## src/rtl/bcd_digit_formatter_pkg.sv

```systemverilog
`default_nettype none
// ============================================================================
// Module   : bcd_pkg
// Brief    : Shared types and helpers for the BCD digit formatter.
// Revision : 1.0 - initial release
// ============================================================================
package bcd_pkg;

    localparam int NIBBLE_W = 4;

    typedef enum logic [1:0] {
        ST_IDLE   = 2'd0,
        ST_SHIFT  = 2'd1,
        ST_COMMIT = 2'd2
    } fmt_state_t;

    // Number of decimal digits needed to show 2^width-1.
    function automatic int dec_digits(input int width);
        longint unsigned v;
        int              n;
        if (width >= 64) begin
            return (width * 30103) / 100000 + 1;
        end
        v = (64'd1 << width) - 64'd1;
        n = 1;
        while (v >= 64'd10) begin
            v = v / 64'd10;
            n = n + 1;
        end
        return n;
    endfunction

endpackage
`default_nettype wire

```

## src/rtl/bcd_dabble_step.sv

```systemverilog
`default_nettype none
// ============================================================================
// Module   : bcd_dabble_step
// Brief    : One double-dabble iteration: add-3 adjust on every BCD digit,
//            then shift the whole register left by one.
// Revision : 1.0 - initial release
// ============================================================================
module bcd_dabble_step
    import bcd_pkg::*;
#(
    parameter int WIDTH  = 16,
    parameter int DIGITS = 5
) (
    input  logic [NIBBLE_W*DIGITS+WIDTH-1:0] i_shreg,
    output logic [NIBBLE_W*DIGITS+WIDTH-1:0] o_shreg
);

    logic [NIBBLE_W*DIGITS+WIDTH-1:0] w_adj;

    assign w_adj[WIDTH-1:0] = i_shreg[WIDTH-1:0];

    // BCD field sits above the binary field; digit i starts at WIDTH + 4i.
    for (genvar gi = 0; gi < DIGITS; gi++) begin : g_adj
        localparam int c_LO = WIDTH + NIBBLE_W * gi;
        logic [NIBBLE_W-1:0] w_nib;
        assign w_nib = i_shreg[c_LO +: NIBBLE_W];
        assign w_adj[c_LO +: NIBBLE_W] = (w_nib >= 4'd5) ? (w_nib + 4'd3) : w_nib;
    end

    assign o_shreg = w_adj << 1;

endmodule
`default_nettype wire

```

## src/rtl/bcd_digit_formatter.sv

```systemverilog
`default_nettype none
// ============================================================================
// Module   : bcd_digit_formatter
// Brief    : Binary-to-digit formatter feeding a row of hex_driver instances,
//            decimal (iterative double-dabble) or raw hex, with LZ blanking.
// Revision : 1.0 - initial release
// ============================================================================
module bcd_digit_formatter
    import bcd_pkg::*;
#(
    parameter int WIDTH  = 16,
    parameter int DIGITS = 5
) (
    input  logic                       clk,
    input  logic                       reset,
    input  logic                       in_valid,
    output logic                       in_ready,
    input  logic [WIDTH-1:0]           in_data,
    input  logic                       in_hex,
    input  logic                       in_blank_lz,
    output logic [NIBBLE_W*DIGITS-1:0] digit,
    output logic [DIGITS-1:0]          digit_en,
    output logic                       out_valid
);

    localparam int c_BCD_W = NIBBLE_W * DIGITS;
    localparam int c_SR_W  = c_BCD_W + WIDTH;
    localparam int c_CNT_W = $clog2(WIDTH + 1);

    if (DIGITS < dec_digits(WIDTH)) begin : g_digits_check
        $error("bcd_digit_formatter: DIGITS too small for WIDTH");
    end

    fmt_state_t           r_state;
    fmt_state_t           w_state_nxt;
    logic [c_SR_W-1:0]    r_shreg;
    logic [c_SR_W-1:0]    w_shreg_step;
    logic [c_CNT_W-1:0]   r_cnt;
    logic                 r_blank;
    logic [c_BCD_W-1:0]   r_digit;
    logic [DIGITS-1:0]    r_digit_en;
    logic                 r_out_valid;
    logic [c_BCD_W-1:0]   w_hex_val;
    logic [c_BCD_W-1:0]   w_bcd;
    logic [DIGITS-1:0]    w_digit_en;
    logic                 w_accept;

    assign in_ready = (r_state == ST_IDLE);
    assign w_accept = in_valid && in_ready;

    if (WIDTH >= c_BCD_W) begin : g_hex_trunc
        assign w_hex_val = in_data[c_BCD_W-1:0];
    end else begin : g_hex_ext
        assign w_hex_val = {{(c_BCD_W-WIDTH){1'b0}}, in_data};
    end

    bcd_dabble_step #(
        .WIDTH  (WIDTH),
        .DIGITS (DIGITS)
    ) u_step (
        .i_shreg (r_shreg),
        .o_shreg (w_shreg_step)
    );

    // Hex values are parked in the BCD field so COMMIT has a single source.
    assign w_bcd = r_shreg[c_SR_W-1 -: c_BCD_W];

    assign w_digit_en[0] = 1'b1;
    for (genvar gi = 1; gi < DIGITS; gi++) begin : g_blank
        assign w_digit_en[gi] = !r_blank || (|w_bcd[c_BCD_W-1:NIBBLE_W*gi]);
    end

    always_ff @(posedge clk) begin
        if (reset) begin
            r_state <= ST_IDLE;
        end else begin
            r_state <= w_state_nxt;
        end
    end

    always_comb begin
        w_state_nxt = r_state;
        case (r_state)
            ST_IDLE: begin
                if (w_accept) begin
                    w_state_nxt = in_hex ? ST_COMMIT : ST_SHIFT;
                end
            end
            ST_SHIFT: begin
                if (r_cnt == c_CNT_W'(1)) begin
                    w_state_nxt = ST_COMMIT;
                end
            end
            ST_COMMIT: w_state_nxt = ST_IDLE;
            default:   w_state_nxt = ST_IDLE;
        endcase
    end

    always_ff @(posedge clk) begin
        if (reset) begin
            r_shreg     <= '0;
            r_cnt       <= '0;
            r_blank     <= 1'b0;
            r_digit     <= '0;
            r_digit_en  <= '1;
            r_out_valid <= 1'b0;
        end else begin
            r_out_valid <= 1'b0;
            case (r_state)
                ST_IDLE: begin
                    if (w_accept) begin
                        r_blank <= in_blank_lz;
                        r_cnt   <= c_CNT_W'(WIDTH);
                        if (in_hex) begin
                            r_shreg <= {w_hex_val, {WIDTH{1'b0}}};
                        end else begin
                            r_shreg <= {{c_BCD_W{1'b0}}, in_data};
                        end
                    end
                end
                ST_SHIFT: begin
                    r_shreg <= w_shreg_step;
                    r_cnt   <= r_cnt - c_CNT_W'(1);
                end
                ST_COMMIT: begin
                    r_digit     <= w_bcd;
                    r_digit_en  <= w_digit_en;
                    r_out_valid <= 1'b1;
                end
                default: ;
            endcase
        end
    end

    assign digit     = r_digit;
    assign digit_en  = r_digit_en;
    assign out_valid = r_out_valid;

endmodule
`default_nettype wire

```

## config.mk

```make
export PLATFORM = sky130hd
export DESIGN_NAME = bcd_digit_formatter
export DESIGN_NICKNAME = d
export VERILOG_FILES = /design/src/rtl/bcd_digit_formatter_pkg.sv /design/src/rtl/bcd_dabble_step.sv /design/src/rtl/bcd_digit_formatter.sv
export SDC_FILE = /design/constraint.sdc
export NUM_CORES = 1
export LEC_CHECK = 0
export ABC_AREA = 1
export BUFFER_PORTS_ARGS = -buffer_cell sky130_fd_sc_hd__buf_2
export CELL_PAD_IN_SITES_DETAIL_PLACEMENT = 2
export CELL_PAD_IN_SITES_GLOBAL_PLACEMENT = 2
export CORE_ASPECT_RATIO = 0.5
export CORE_UTILIZATION = 30
export DETAILED_ROUTE_END_ITERATION = 10
export GPL_TIMING_DRIVEN = 1
export HOLD_SLACK_MARGIN = 0.06
export PLACE_DENSITY = 0.82
export SYNTH_ARGS = -nofsm -noshare
export SYNTH_HDL_FRONTEND = slang
export SYNTH_SLANG_ARGS = --single-unit
```

## constraint.sdc

```tcl
create_clock -name clk -period 2.8 [get_ports clk]
set_clock_uncertainty 0.05 [all_clocks]
set_input_delay 0.14 -clock clk [delete_from_list [all_inputs] [get_ports clk]]
set_output_delay 0.14 -clock clk [all_outputs]
set_load 0.1 [all_outputs]
```

==> flow_metrics.env <==
export IMPL_start_util_pct=31.9
export IMPL_dp_final_hpwl_um=7440
export IMPL_powerDensity_nw_per_um2=763
export IMPL_slew_headroom_pct=58.8
export IMPL_yosysTopAreaCellShare_pct=41.1
export IMPL_place_gp_congestion=0.790
export IMPL_synth_edff_count=0
export IMPL_ir_worst_vdd_mv=0.260
export IMPL_hold_viol_final=0
export IMPL_worstMarginPinSlew_ns=0.617
export IMPL_yosys_area_top_type="dfxtp_1"
export IMPL_grt_max_degree=44
export IMPL_synth_area_um2=3360
export IMPL_post_place_cells=630
export IMPL_track_usage_pct=19.7
export IMPL_period_needed_ns=1.94
export IMPL_fin_cells=649
export IMPL_die_area_um2=11700
export IMPL_grt_overflow=0
export IMPL_worst_ep_required_time_ns=2.96
export IMPL_fmax_mhz=515
export IMPL_core_um2=10500
export IMPL_routed_wl_um=10800
export IMPL_netlist_instances=464
export IMPL_max_stage_delay_ns=0.49
export IMPL_drtIter0Drc=126
export IMPL_cts_tree="yes"
export IMPL_cts_buffers=9
export IMPL_power_leakage_nw=1.74
export IMPL_clock_root_buffer="clkbuf_16"
export IMPL_antenna_found_initial=0
export IMPL_h_tree_depth=3
export IMPL_cap_viol_max_count=0
export IMPL_cts_buffer_depth=2
export IMPL_via_per_inst=5.14
export IMPL_slew_violations=0
export IMPL_synth_warnings=0
export IMPL_drt_wirelength_per_cell_um=16.7
export IMPL_synth_avg_cell_area_um2=7.25
export IMPL_grt_pass1_wl_um=17900
export IMPL_path_buf_inv=1
export IMPL_grt_pass1_vias=3559
export IMPL_cp_top_family="flip-flops"
export IMPL_fp_dieH_um=76.9
export IMPL_areaGrowthSynthToFinish_pct=19.8
export IMPL_status="finished clean"
export IMPL_rsz0062_at_grt="false"
export IMPL_worstSkewPairLatency_ns=0.34
export IMPL_criticalPathCategory="reg -> reg"
export IMPL_timing_hold_ws_ns=0.0713
export IMPL_ys_types=30
export IMPL_final_core_util_pct=38.2
export IMPL_nNetsFinal=541
export IMPL_drc_errors=0
export IMPL_path_max_fanout=31
export IMPL_end_kind="register"
export IMPL_port_buffers=46
export IMPL_n_antenna_cell=0
export IMPL_clock_sinks=69
export IMPL_path_cells="nand2_4 > nand2_4 > clkinv_2 > a21oi_1 > a21oi_1"
export IMPL_cts_reportedPaths_clkPinSlew_ns=0.06
export IMPL_cp_start_kind="register"
export IMPL_yosys_top_cells_area="dfxtp_1, nand2_1, a21oi_1"
export IMPL_row_count=26
export IMPL_drive_above_1_share_pct=15.3
export IMPL_synth_nets=501
export IMPL_synth_main_ff_cell="dfxtp_1"
export IMPL_antenna_left=0
export IMPL_seq_area_frac_synth_pct=41.1
export IMPL_slowest_stage="dfxtp_1"
export IMPL_setup_viol_count_final=0
export IMPL_postSynth_asyncResetShare_pct=0
export IMPL_vias=3335
export IMPL_hold_class="in -> reg"
export IMPL_final_setup_tns_ns=0
export IMPL_finalCritPeriodShare_pct=69.4
export IMPL_crit_arrival_ns=2.11
export IMPL_io_pins=48
export IMPL_die_x_um=152
export IMPL_dr_pass1_iters=4
export IMPL_synth_seq_cells=69
-- per-stage QoR --
stage	cell area, um2	setup slack, ns	power, mW
floorplan	3360	0.276	1.66
global placement	3670	1.03	1.80
detailed placement	3670	0.939	1.82
CTS	4030	0.885	3.11
global route	4030	0.714	3.21
finish	4030	0.857	3.07
-- state kept, by name (all words and copies together), names as in the netlist --
register   count
r_state        2
r_blank        1
digit         20
digit_en       4
r_cnt          5
r_shreg       36
out_valid      1
-- cells in the mapped netlist (all sizes together), types with 2 or more instances --
cell type,number
nand3,41
a31oi,14
inv,44
buf,16
nor2,23
dfxtp,69
nand4,13
ha,16
clkbuf,7
nor3,7
a21oi,59
nand2,100
or2,2
o21ai,47
-- power breakdown --
| group | switching (mW) | internal, mW | total [mW] |
|---|---|---|---|
| Combinational | 0.532 | 0.159 | 0.692 |
| Sequential | 0.0575 | 1.06 | 1.12 |
| Clock | 0.439 | 0.826 | 1.27 |
| Total | 1.03 | 2.04 | 3.07 |
-- kinds of logic after synthesis --
logic type / count (synthesis) / synth area share, %
simple gates: 188 / 25.0
compound gates: 122 / 18.9
flops: 69 / 41.1
buf+inv: 68 / 8.93
fa+ha+maj: 16 / 5.95
other cells: 1 / 0.112
-- metal layers --
layer / routed length [um] / GRT usage, % / up-vias / share of wire, %
met5: 0 / 0 / - / 0
met4: 143 / 6.34 / 0 / 1.3
met3: 254 / 4.23 / 14 / 2.3
met2: 5260 / 33.7 / 34 / 48
met1: 5190 / 24.4 / 1648 / 48
li1: - / - / 1639 / -
-- final timing paths --
check / start / end / slack, ns / cells past startpoint
setup / recovery: r_state[0] / r_shreg[28] / 0.86 / 5
hold / removal: in_data[10] / r_shreg[10] / 0.07 / 3
setup reg to reg: r_state[0] / r_shreg[28] / 0.86 / 5
hold reg to reg: digit_en[3] / digit_en[3] / 0.42 / 2
-- final cells by class --
| class | count | area (um2) |
|---|---|---|
| timing repair buffer | 52 | 295 |
| fill | 1262 | 6510 |
| clock inverter | 4 | 70.1 |
| multi-input combinational | 327 | 1680 |
| clock buffer | 12 | 256 |
| inverter | 45 | 170 |
| tap | 140 | 175 |
| sequential | 69 | 1380 |
-- worst register-to-register path: stages (launching register included) --
cell and delay (ns):
dfxtp_1 0.49, nand2_4 0.14, nand2_4 0.28, clkinv_2 0.46
a21oi_1 0.30, a21oi_1 0.10
-- placed cells by master (no fill, tap or decap), types with 2 or more instances in the layout --
cell type,n
nand2_1,95
dfxtp_1,69
a21oi_1,59
o21ai_0,46
buf_2,46
nand3_1,41
inv_1,39
nor2_1,22
ha_1,16
a31oi_1,14
nand4_1,13
clkbuf_16,9
nor3_1,7
inv_2,5
nand2_2,3
clkinv_2,3
dlygate4sd3_1,3
nand2_4,2
bufinv_16,2
clkbuf_8,2
buf_4,2
-- what timing repair did --
action / in CTS / in global routing
hold endpoints to repair: 4 / 0
setup endpoints to repair: 0 / 0
gates resized for setup: 0 / 0
hold buffers: 3 / 0
setup buffers: 0 / 0
Note: power is estimated with default switching activity, not from simulation.
